<file path="src/rtl/pc_pkg.sv">
// rtl/pc_pkg.sv - shared constants and branch condition encodings for the PC unit
// Purpose: branch_op encodings (identical to the RISC-V branch funct3 field)
//          and the default reset vector.
package pc_pkg;

  typedef enum logic [2:0] {
    BR_BEQ  = 3'b000,
    BR_BNE  = 3'b001,
    BR_BLT  = 3'b100,
    BR_BGE  = 3'b101,
    BR_BLTU = 3'b110,
    BR_BGEU = 3'b111
  } branch_op_e;

  localparam logic [31:0] DEFAULT_RESET_VECTOR = 32'h0000_0000;

endpackage

</file>
<file path="src/rtl/pc_unit_if.sv">
// rtl/pc_unit_if.sv - control/observation bundle between the core controller and pc_unit
// Purpose: groups the redirect controls, ALU flags, trap request and PC outputs.
// Ports (signals):
//   controller -> pc_unit : stall, pc_write, pc_write_cond, branch_op, zero,
//                           negative, overflow, carry, target, trap, trap_vector
//   pc_unit -> controller : pc, pc_plus_inc, pc_prev, branch_taken, misaligned,
//                           adv_count
// Modports: master = controller side, slave = pc_unit side.
interface pc_unit_if #(
  parameter int XLEN  = 32,
  parameter int CNT_W = 32
);

  logic             stall;
  logic             pc_write;
  logic             pc_write_cond;
  logic [2:0]       branch_op;
  logic             zero;
  logic             negative;
  logic             overflow;
  logic             carry;
  logic [XLEN-1:0]  target;
  logic             trap;
  logic [XLEN-1:0]  trap_vector;

  logic [XLEN-1:0]  pc;
  logic [XLEN-1:0]  pc_plus_inc;
  logic [XLEN-1:0]  pc_prev;
  logic             branch_taken;
  logic             misaligned;
  logic [CNT_W-1:0] adv_count;

  modport master (
    output stall, pc_write, pc_write_cond, branch_op,
           zero, negative, overflow, carry, target, trap, trap_vector,
    input  pc, pc_plus_inc, pc_prev, branch_taken, misaligned, adv_count
  );

  modport slave (
    input  stall, pc_write, pc_write_cond, branch_op,
           zero, negative, overflow, carry, target, trap, trap_vector,
    output pc, pc_plus_inc, pc_prev, branch_taken, misaligned, adv_count
  );

endinterface

</file>
<file path="src/rtl/pc_unit_branch_cond.sv">
// rtl/pc_unit_branch_cond.sv - combinational branch condition evaluator from ALU flags
// Purpose: decides whether a conditional branch is taken, given the flags of
//          rs1-rs2. Shared with the pipelined core's EX-stage branch resolution.
// Ports:
//   i_branch_op  in  3  condition select (pc_pkg::branch_op_e)
//   i_zero       in  1  rs1 == rs2
//   i_negative   in  1  sign bit of rs1-rs2
//   i_overflow   in  1  signed overflow of rs1-rs2
//   i_carry      in  1  1 = no borrow (rs1 >= rs2 unsigned)
//   o_cond       out 1  condition holds
module branch_cond
  import pc_pkg::*;
(
  input  logic [2:0] i_branch_op,
  input  logic       i_zero,
  input  logic       i_negative,
  input  logic       i_overflow,
  input  logic       i_carry,
  output logic       o_cond
);

  // Signed less-than from a subtraction is sign XOR overflow.
  logic w_lt;
  assign w_lt = i_negative ^ i_overflow;

  always_comb begin
    o_cond = 1'b0;
    case (branch_op_e'(i_branch_op))
      BR_BEQ:  o_cond = i_zero;
      BR_BNE:  o_cond = ~i_zero;
      BR_BLT:  o_cond = w_lt;
      BR_BGE:  o_cond = ~w_lt;
      BR_BLTU: o_cond = ~i_carry;
      BR_BGEU: o_cond = i_carry;
      default: o_cond = 1'b0;
    endcase
  end

endmodule

</file>
<file path="src/rtl/pc_unit.sv">
// rtl/pc_unit.sv - architectural program counter with branch/jump/trap next-PC selection
// Purpose: holds the PC and selects the next PC from trap, stall, misaligned
//          redirect, redirect or sequential increment (in that priority).
// Ports:
//   clk    in  1  core clock, rising edge
//   reset  in  1  synchronous active-high reset
//   bus    pc_unit_if.slave  controls, flags, targets and PC outputs
module pc_unit
  import pc_pkg::*;
#(
  parameter int              XLEN         = 32,
  parameter logic [XLEN-1:0] RESET_VECTOR = XLEN'(DEFAULT_RESET_VECTOR),
  parameter int              INC          = 4,
  parameter int              ALIGN_BITS   = 2,
  parameter int              CNT_W        = 32
) (
  input  logic     clk,
  input  logic     reset,
  pc_unit_if.slave bus
);

  logic [XLEN-1:0]  r_pc;
  logic [XLEN-1:0]  r_pc_prev;
  logic             r_branch_taken;
  logic             r_misaligned;
  logic [CNT_W-1:0] r_adv_count;

  logic             w_cond;
  logic             w_redirect;
  logic             w_mis;
  logic [XLEN-1:0]  w_pc_plus_inc;

  branch_cond u_branch_cond (
    .i_branch_op (bus.branch_op),
    .i_zero      (bus.zero),
    .i_negative  (bus.negative),
    .i_overflow  (bus.overflow),
    .i_carry     (bus.carry),
    .o_cond      (w_cond)
  );

  // pc_write alone forces the redirect, so pc_write together with
  // pc_write_cond is taken whatever the condition says.
  assign w_redirect = bus.pc_write | (bus.pc_write_cond & w_cond);

  generate
    if (ALIGN_BITS > 0) begin : g_align_check
      assign w_mis = w_redirect & (|bus.target[ALIGN_BITS-1:0]);
    end else begin : g_no_align_check
      assign w_mis = 1'b0;
    end
  endgenerate

  assign w_pc_plus_inc = r_pc + XLEN'(INC);

  always_ff @(posedge clk) begin
    if (reset) begin
      r_pc           <= RESET_VECTOR;
      r_pc_prev      <= RESET_VECTOR;
      r_branch_taken <= 1'b0;
      r_misaligned   <= 1'b0;
      r_adv_count    <= '0;
    end else begin
      r_branch_taken <= 1'b0;
      r_misaligned   <= 1'b0;
      // Trap beats stall; a stalled cycle drops any redirect, so the
      // controller must keep presenting it until the stall clears.
      if (bus.trap) begin
        r_pc        <= bus.trap_vector;
        r_pc_prev   <= r_pc;
        r_adv_count <= r_adv_count + CNT_W'(1);
      end else if (!bus.stall) begin
        r_pc_prev   <= r_pc;
        r_adv_count <= r_adv_count + CNT_W'(1);
        if (w_mis) begin
          r_pc         <= bus.trap_vector;
          r_misaligned <= 1'b1;
        end else if (w_redirect) begin
          r_pc           <= bus.target;
          r_branch_taken <= 1'b1;
        end else begin
          r_pc <= w_pc_plus_inc;
        end
      end
    end
  end

  assign bus.pc           = r_pc;
  assign bus.pc_plus_inc  = w_pc_plus_inc;
  assign bus.pc_prev      = r_pc_prev;
  assign bus.branch_taken = r_branch_taken;
  assign bus.misaligned   = r_misaligned;
  assign bus.adv_count    = r_adv_count;

endmodule
</file>
<file path="src/flat_wrapper.sv">
// flat-port wrapper written by rule: the top's interface ports become plain ports
module pc_unit_flat import pc_pkg::*;
#(
  parameter int              XLEN         = 32,
  parameter logic [XLEN-1:0] RESET_VECTOR = XLEN'(DEFAULT_RESET_VECTOR),
  parameter int              INC          = 4,
  parameter int              ALIGN_BITS   = 2,
  parameter int              CNT_W        = 32
)
  (clk, reset, bus_stall, bus_pc_write, bus_pc_write_cond, bus_branch_op, bus_zero, bus_negative, bus_overflow, bus_carry, bus_target, bus_trap, bus_trap_vector, bus_pc, bus_pc_plus_inc, bus_pc_prev, bus_branch_taken, bus_misaligned, bus_adv_count);
  pc_unit_if #(.XLEN(XLEN), .CNT_W(CNT_W)) bus_i ();
  input  logic clk;
  input  logic reset;
  input wire logic [$bits(bus_i.stall)-1:0] bus_stall;
  input wire logic [$bits(bus_i.pc_write)-1:0] bus_pc_write;
  input wire logic [$bits(bus_i.pc_write_cond)-1:0] bus_pc_write_cond;
  input wire logic [$bits(bus_i.branch_op)-1:0] bus_branch_op;
  input wire logic [$bits(bus_i.zero)-1:0] bus_zero;
  input wire logic [$bits(bus_i.negative)-1:0] bus_negative;
  input wire logic [$bits(bus_i.overflow)-1:0] bus_overflow;
  input wire logic [$bits(bus_i.carry)-1:0] bus_carry;
  input wire logic [$bits(bus_i.target)-1:0] bus_target;
  input wire logic [$bits(bus_i.trap)-1:0] bus_trap;
  input wire logic [$bits(bus_i.trap_vector)-1:0] bus_trap_vector;
  output wire logic [$bits(bus_i.pc)-1:0] bus_pc;
  output wire logic [$bits(bus_i.pc_plus_inc)-1:0] bus_pc_plus_inc;
  output wire logic [$bits(bus_i.pc_prev)-1:0] bus_pc_prev;
  output wire logic [$bits(bus_i.branch_taken)-1:0] bus_branch_taken;
  output wire logic [$bits(bus_i.misaligned)-1:0] bus_misaligned;
  output wire logic [$bits(bus_i.adv_count)-1:0] bus_adv_count;
  assign bus_i.stall = bus_stall;
  assign bus_i.pc_write = bus_pc_write;
  assign bus_i.pc_write_cond = bus_pc_write_cond;
  assign bus_i.branch_op = bus_branch_op;
  assign bus_i.zero = bus_zero;
  assign bus_i.negative = bus_negative;
  assign bus_i.overflow = bus_overflow;
  assign bus_i.carry = bus_carry;
  assign bus_i.target = bus_target;
  assign bus_i.trap = bus_trap;
  assign bus_i.trap_vector = bus_trap_vector;
  assign bus_pc = bus_i.pc;
  assign bus_pc_plus_inc = bus_i.pc_plus_inc;
  assign bus_pc_prev = bus_i.pc_prev;
  assign bus_branch_taken = bus_i.branch_taken;
  assign bus_misaligned = bus_i.misaligned;
  assign bus_adv_count = bus_i.adv_count;
  pc_unit #(.XLEN(XLEN), .RESET_VECTOR(RESET_VECTOR), .INC(INC), .ALIGN_BITS(ALIGN_BITS), .CNT_W(CNT_W)) u_core (.clk(clk), .reset(reset), .bus(bus_i));
endmodule
</file>
<file path="config.mk">
export PLATFORM = sky130hd
export DESIGN_NAME = pc_unit_flat
export DESIGN_NICKNAME = d
export VERILOG_FILES = /design/src/rtl/pc_pkg.sv /design/src/rtl/pc_unit_if.sv /design/src/rtl/pc_unit_branch_cond.sv /design/src/rtl/pc_unit.sv /design/src/flat_wrapper.sv
export SDC_FILE = /design/constraint.sdc
export NUM_CORES = 1
export LEC_CHECK = 0
export CORE_MARGIN = 5
export CORE_UTILIZATION = 45
export DETAILED_ROUTE_END_ITERATION = 8
export DONT_BUFFER_PORTS = 1
export SYNTH_ARGS = -nofsm -noshare
export SYNTH_HDL_FRONTEND = slang
export SYNTH_SLANG_ARGS = --single-unit
export TNS_END_PERCENT = 5
</file>
<file path="constraint.sdc">
create_clock -name clk -period 2.6 [get_ports clk]
set_input_delay 0.39 -clock clk [delete_from_list [all_inputs] [get_ports clk]]
set_output_delay 0.39 -clock clk [all_outputs]
set_load 0.005 [all_outputs]
</file>
# [Word-level counts from Yosys, hierarchy flattened]
# Index checks and enable logic that the tools add are counted.
[totals] ff_bits=98 inputBits=77 output_inout_bits=130 word_cells=35
[op_classes] add_sub_neg=2 eq_ne=6 mux=11 n_bitwise=7 reduce_logical=4
[ops] cell="32-bit 2-to-1 mux" n=8
[ops] cell="32-bit by 1-bit adder with 32-bit output, second input constant" n=1
[ops] cell="32-bit by 3-bit adder with 32-bit output, second input constant" n=1
[ops] cell="3-bit == test, second input constant" n=4
[ops] cell="1-bit case mux with 6 select lines" n=1
[ops] cell="4-bit OR reduction" n=1
[ops] cell="3-bit by 1-bit == test with 1-bit output, second input constant" n=1
[ops] cell="3-bit zero test" n=1
[ops] cell="1-bit NOT" n=3
[ops] cell="3-bit OR reduction" n=1
[ops] cell="1-bit AND" n=2
[ops] cell="1-bit 2-to-1 mux" n=2
[ops] cell="2-bit by 1-bit inequality test with 1-bit output, second input constant" n=1
[ops] cell="2-bit OR reduction" n=1
[ops] cell="1-bit bitwise OR" n=1
[ops] cell="1-bit bitwise XOR" n=1

# [Depth between registers and ports, before layout]
# Gate-level depths: netlist of run 1.
[depth] word_depth=9 depth_mapped=8 ltp_nobuf=7

# [Hierarchy]
# Synthesis of run 1 repeated with hierarchy kept, for this count alone.
[unflattened] cells_unflattened=686 area_unflattened_um2=5301.3
[modules_own_cells] module="pc_unit" instances=1 cells_each=676 area_each_um2=5233.8 seq_area_each_um2=1961.9
[modules_own_cells] module="branch_cond" instances=1 cells_each=10 area_each_um2=67.6 seq_area_each_um2=0.0

# [Worst setup path after synthesis of run 1]
# Ideal clock, no wire load.
[synth_path] kind="reg-to-output" start="reg u_core.r_pc[2], in the netlist u_core.bus.pc[2]" end="out bus_pc_plus_inc[24]" t_arrival_ns=1.868 required_time_ns=2.210 slack_ns=0.342 path_stages_with_launch=9 path_buffers=1 cell_sequence="dfxtp_1 > ha_1 > nand3_1 > or4_4 > buf_6 > nor2_4 > and4_1 > xnor2_1 > inv_1"
[synth_between] elab_chain_cells=1
[synth_lines] element="start: declaration" line="pc_unit.sv:22" rtl="logic [XLEN-1:0] r_pc;"
[synth_lines] element="start signal: assignment" line="pc_unit.sv:69" rtl="r_pc <= bus.trap_vector;"
[synth_lines] element="start signal: assignment" line="pc_unit.sv:76" rtl="r_pc <= bus.trap_vector;"
[synth_lines] element="start signal: assignment" line="pc_unit.sv:79" rtl="r_pc <= bus.target;"
[synth_lines] element="32-bit by 3-bit adder with 32-bit output" line="pc_unit.sv:54" rtl="assign w_pc_plus_inc = r_pc + XLEN'(INC);"
[synth_lines] element="end: declaration" line="flat_wrapper.sv:26" rtl="output wire logic [$bits(bus_i.pc_plus_inc)-1:0] bus_pc_plus_inc;"
# Every way passes these cells.

# [Final worst setup path of run 1]
# Same ends and word-level chain as after synthesis.

==> impl_metrics.toml, run 1 <==
[layout]
fillCellCount = 1103
fin_nets = 721
postLayoutCellArea_mm2 = 0.00568
layout-drive-gt1-share_pct = 13.0
n_antenna_cell = 0
utilization_pct = 50.4
syn2layout_area_growth_pct = 10.8

[synthesis]
yosysTopAreaCell = "dfxtp_1"
synth_seq_cells = 98
synthTopCellsByArea = "dfxtp_1, nand2_1, a21oi_1"
synth-xor-area-share_pct = 9.13
yosys.area_share.simple_pct = 28.1
synth_edf_count = 0
synthDistinctLibCells = 68
yosysTopAreaCellShare_pct = 38.3
dominantRegCellSynth = "dfxtp_1"
synthArstFlopShare_pct = 0
yosys.area_share.adder_pct = 0.488
synth_cells = 639
synth_area_mm2 = 0.00513
synthesis.nets = 718
yosys-top-cells-count = "dfxtp_1, nand2_1, nor2_1"
muxShareOfSynthArea_pct = 0.976
synth_top_family_by_area = "simple AND/OR/NAND/NOR gates"
avgSynthCellArea_um2 = 8.02
synth-seq-area-share_pct = 38.3
synth.most_common_cell = "dfxtp_1"
yosysWarningCount = 0
synth_compound_area_share_pct = 17.4

[job]
cap_violations = 0

[pwr]
leakagePower_uw = 0.00205
p_int_uw = 2510
seqPwrFrac_pct = 48.5
power.net_switching_uw = 963
p_comb_share_pct = 11.6
power.share.clock_pct = 39.9
ir_drop_v = 0.000374
p_per_area_mw_per_mm2 = 612
netSwitchingFraction_pct = 27.7

[global_route]
grt_overflow = 0
use_met2_pct = 40.2
busiest_layer = "met2"
grt_pass1_wl_mm = 26.7
use_met3_pct = 11.3
antenna_found_initial = 1
gr-usage-all-layers_pct = 25.3
use_met1_pct = 29.6
grt_max_degree = 91
grt_pass1_vias = 4822

[worst_setup_path]
r2r-start = "u_core.bus.adv_count[7]"
worst-path-buf-inv = 1
reg2reg_slack_ns = 0.42
arrival_ns = 2.18
start_kind = "flip-flop"
r2r_cells = 5
crit_family = "simple AND/OR/NAND/NOR gates"
end_kind = "output pin"
worst-path-max-fanout = 6
required_ns = 2.21
crit_cells = 7
slowest_delay_ns = 0.60
slowest_stage = "or4_4"
worstPathCellList = "ha_1 > nand3_2 > or4_4 > nor2_4 > and4_1 > xnor2_2 > inv_1"
critical_path_class = "reg -> out"
rr_endpoint = "u_core.bus.adv_count[23]"

[routing]
vias_per_cell = 6.04
drc = 0
vias = 4770
drtIter0Drc = 396
drt.antenna.violating_nets = 0
wl_per_cell_um = 21.8
wirelength_mm = 17.2
first_pass_iters = 5

[timing]
finalSetupViolations = 0
fin_crit_sh_pct = 98.8
fmax_mhz = 389
relSlewSlack_pct = 47.7
drv_slew = 0
rsz0062_at_grt = "yes"
setup_tns_ns = 0
clock_skew_ns = 0.00834
tightest_slew_ns = 0.782
hold_violations = 0
min_period_ns = 2.57
whs_ns = 0.111

[cts]
cts_made_buffers = 9
clk_latency_ns = 0.35
cts_sinks = 98
tritoncts = "built"
cts_hold_buf = 0
clk_pin_slew_worst_paths_ns = 0.07
cts_buffer_depth = 2
h-tree-depth = 3
cts_root_buf = "clkbuf_16"

[place]
gp_congestion = 0.858
io_buffers = 0
placed_area_mm2 = 0.00533
place_hpwl_mm = 12.5

[outcome]
outcome = "finished, final reports clean"

[worst_hold_path]
whs_path_depth = 1
hp-start = "reset"
hold_class = "in -> reg"
whs_endpoint = "u_core.bus.pc_prev[26]"

[floorplanning]
dieArea_mm2 = 0.0136
core_region_area_mm2 = 0.0113
rows = 39
start_util_pct = 45.5
io_pins = 207
die_x_um = 117
die_h_um = 117
==> flip-flops by register name, indices dropped and copies added, names as in the netlist <==
signal and cells:
u_core.bus.adv_count 32, u_core.bus.pc 32, u_core.bus.pc_prev 32, u_core.bus.branch_taken 1, u_core.bus.misaligned 1
==> through the flow <==
stage | total power [µW] | std cells | worst slack [ns]
2_1_floorplan | 1990 | 639 | 0.342
3_3_place_gp | 2110 | 770 | 0.324
3_5_place_dp | 2120 | 770 | 0.260
4_1_cts | 3510 | 788 | 0.00813
5_1_grt | 3640 | 790 | -0.0493
6_report | 3480 | 790 | 0.0301
==> power by group through the flow <==
stage               clock (µW)  sequential (µW)  combinational, µW
floorplan                    0             1690                304
global placement             0             1720                394
detailed placement           0             1720                400
CTS                       1420             1690                404
global route              1490             1700                448
finish                    1390             1690                404
==> cells in the final DEF (no fill, tap or decap), types with 3 or more instances in the layout <==
cell,instances
nor4_1,7
o21ai_0,25
a31oi_1,6
and4_1,7
nand4_1,14
xnor2_1,25
nor2b_1,6
buf_4,36
clkbuf_16,9
or2_2,4
a221oi_1,3
inv_1,18
a22oi_1,9
or3_1,11
a31o_2,4
nor2_1,65
mux2i_1,5
nand2b_1,4
and3_1,6
o31ai_1,4
nand2_1,95
nand3_1,21
a2111oi_0,4
and2_0,5
xor2_1,23
a21oi_1,51
a211oi_1,9
nor3_1,14
dfxtp_1,95
o21ai_1,4
==> worst max path at each step <==
| stage | startpoint | to |
|---|---|---|
| finish | u_core.bus.pc[2] | bus_pc_plus_inc[24] |
| global route | u_core.bus.pc[2] | bus_pc_plus_inc[24] |
| CTS | u_core.bus.pc[12] | bus_pc_plus_inc[27] |
| detailed placement | u_core.bus.pc[2] | bus_pc_plus_inc[27] |
| global placement | u_core.bus.pc[7] | bus_pc_plus_inc[24] |
| floorplan | u_core.bus.pc[2] | bus_pc_plus_inc[24] |
==> per-layer routing <==
metal / vias to the layer above / share of wire [%]
met5: - / 0.041
met4: 2 / 2.6
met3: 33 / 12
met2: 230 / 47
met1: 2265 / 39
li1: 2240 / -
==> cell families after synthesis <==
logic type | after synthesis
multiplexers | 5
XOR/XNOR | 51
buffers and inverters | 62
AO/OA/AOI/OAI | 139
flip-flops | 98
adder cells (fa/ha/maj) | 2
AND/OR/NAND/NOR | 282
==> final cells by class <==
type	count	area, µm²	area share (%)
sequential	98	1970	34.6
timing repair buffer	36	270	4.76
inverter	18	67.6	1.19
clock buffer	10	239	4.21
clock inverter	6	63.8	1.12
tap	143	179	3.15
multi-input combinational	479	2900	50.9
==> timing repair <==
action / CTS / global route
buffers inserted: 2 / 2
resized for setup: 6 / 0
setup endpoints to repair: 5 / 5
gates cloned: 0 / 0
pin swaps: 3 / 1
(Power assumes the default switching activity.)
==> run 2, diff against run 1 <==
- CORE_UTILIZATION: 45 -> 64
- PLACE_DENSITY: default -> 0.8
==> run 2 against run 1 <==
The flow now finishes with violations (negative setup slack). Via count increased by 1.8%. Global-route usage increased by 6.0 points. Total power decreased by 8.2%. Critical path depth unchanged. Flip-flop and latch count unchanged. First-iteration DRC count decreased by 11%. Combinational power increased by 1%. Final cell count decreased by 5.2%. Clock power decreased by 21%. Fmax decreased by 2.4%.
==> impl_metrics.toml, run 2 (synthesized netlist as in run 1, its figures left out) <==
[global_route]
grt_max_degree = 91
gr-usage-all-layers_pct = 31.3
grt_pass1_wl_mm = 25.1
antenna_found_initial = 1
grt_overflow = 0
grt_pass1_vias = 4825

[layout]
final_common_cell = "nand2_1"
most-common-layout-cells = "nand2_1, dfxtp_1, nor2_1"
layout-drive-gt1-share_pct = 14.1
fin_nets = 721
fillCellCount = 645
syn2layout_area_growth_pct = 9.22
postLayoutCellArea_mm2 = 0.00560
utilization_pct = 72.1

[worst_setup_path]
slowest_delay_ns = 0.61
worstPathCellList = "ha_4 > nand3_4 > or4_4 > nor2_4 > and4_4 > xnor2_4 > inv_2"
critical_path_class = "reg -> out"
end_kind = "output pin"
arrival_ns = 2.24
slowest_stage = "or4_4"
required_ns = 2.21
start_kind = "flip-flop"
worst-path-max-fanout = 7

[timing]
rsz0062_at_grt = "yes"
hold_violations = 0
tightest_slew_ns = 0.724
min_period_ns = 2.63
relSlewSlack_pct = 51.6
drv_slew = 0
clock_skew_ns = 0.0178
fin_crit_sh_pct = 101
fmax_mhz = 380
setup_tns_ns = -0.0321
worst_slack_ns = -0.0321
finalSetupViolations = 1
whs_ns = 0.111

[routing]
drtIter0Drc = 354
wl_per_cell_um = 21.5
vias = 4856
first_pass_iters = 5
drc = 0
drt.antenna.violating_nets = 0
wirelength_mm = 16.1
vias_per_cell = 6.48

[floorplanning]
core_region_area_mm2 = 0.00777
die_h_um = 99.5
start_util_pct = 66.0
io_pins = 207
dieArea_mm2 = 0.00990
rows = 32
die_x_um = 99.5

[worst_hold_path]
hold_class = "in -> reg"

[pwr]
p_comb_share_pct = 12.9
ir_drop_v = 0.000260
power.share.clock_pct = 34.3
p_int_uw = 2290
p_per_area_mw_per_mm2 = 570
netSwitchingFraction_pct = 28.3
power.net_switching_uw = 902
leakagePower_uw = 0.00203
seqPwrFrac_pct = 52.8

[place]
gp_congestion = 0.911
place_hpwl_mm = 11.7
io_buffers = 0
placed_area_mm2 = 0.00527

[cts]
cts_hold_buf = 0
cts_buffer_depth = 2
tritoncts = "built"
cts_root_buf = "clkbuf_8"
h-tree-depth = 3
cts_made_buffers = 9
cts_sinks = 98
clk_pin_slew_worst_paths_ns = 0.11
clk_latency_ns = 0.36

[outcome]
violations = "negative setup slack"
outcome = "complete, but fails checks"

[job]
cap_violations = 0
==> run 2: cell types whose count changed in the layout (fill, tap and decap cells not counted), moves of 3 or more <==
cell / before / now
clkbuf_16: 9 / 0
clkbuf_8: 1 / 9
dfxtp_1: 95 / 91
dfxtp_2: 2 / 5
==> run 2: power groups by stage <==
| stage | logic, µW | registers, µW | clock network, µW |
|---|---|---|---|
| 3_5_place_dp | 393 | 1710 | 0 |
| 6_report | 410 | 1680 | 1100 |
| 5_1_grt | 451 | 1690 | 1170 |
| 3_3_place_gp | 381 | 1710 | 0 |
| 4_1_cts | 394 | 1680 | 1100 |
| 2_1_floorplan | 304 | 1690 | 0 |
==> run 2: metrics by stage <==
| stage | cells | worst slack, ns | power [µW] |
|---|---|---|---|
| 2_1_floorplan | 639 | 0.342 | 1990 |
| 3_3_place_gp | 727 | 0.278 | 2090 |
| 3_5_place_dp | 727 | 0.177 | 2110 |
| 4_1_cts | 742 | -0.120 | 3170 |
| 5_1_grt | 748 | -0.0763 | 3310 |
| 6_report | 749 | -0.0321 | 3190 |
==> run 2: area by class of cell <==
type                            count  area [µm²]  area share (%)
Clock buffer                        9         124            2.21
Tap cell                          102         128            2.28
Inverter                           18        67.6            1.21
Antenna cell                        1        2.50          0.0447
Multi-Input combinational cell    479        2940            52.5
Clock inverter                      6        90.1            1.61
Sequential cell                    98        1980            35.3
Timing Repair Buffer               36         270            4.83
==> run 2: worst paths after layout <==
kind	slack [ns]	startpoint	cells past startpoint	to
max reg2reg	0.35	u_core.bus.pc[4]	8	u_core.bus.pc[23]
max	-0.03	u_core.bus.pc[2]	7	bus_pc_plus_inc[24]
min reg2reg	0.47	u_core.bus.pc_prev[29]	2	u_core.bus.pc_prev[29]
min	0.11	reset	1	u_core.bus.pc[31]
==> run 2: critical path: cells and delay by family, from the launching register on <==
| kind | cells | cell delay, ns |
|---|---|---|
| xor+xnor | 1 | 0.13 |
| fa+ha+maj | 1 | 0.17 |
| buf+inv | 1 | 0.05 |
| flops | 1 | 0.42 |
| simple gates | 4 | 1.11 |
==> run 2: metal layers <==
layer  up-vias  track usage [%]  routed length (µm)
li1       2246                -                   -
met1      2253             36.8                5740
met2       300             50.4                7520
met3        57             12.3                2190
met4         0             13.9                 672
met5         -                0                   0
==> run 2: timing repair <==
item,4_1_cts,5_1_grt
endpoints found under the setup margin,10,9
pin swaps,1,6
gates resized for setup,2,17
setup buffers,0,6
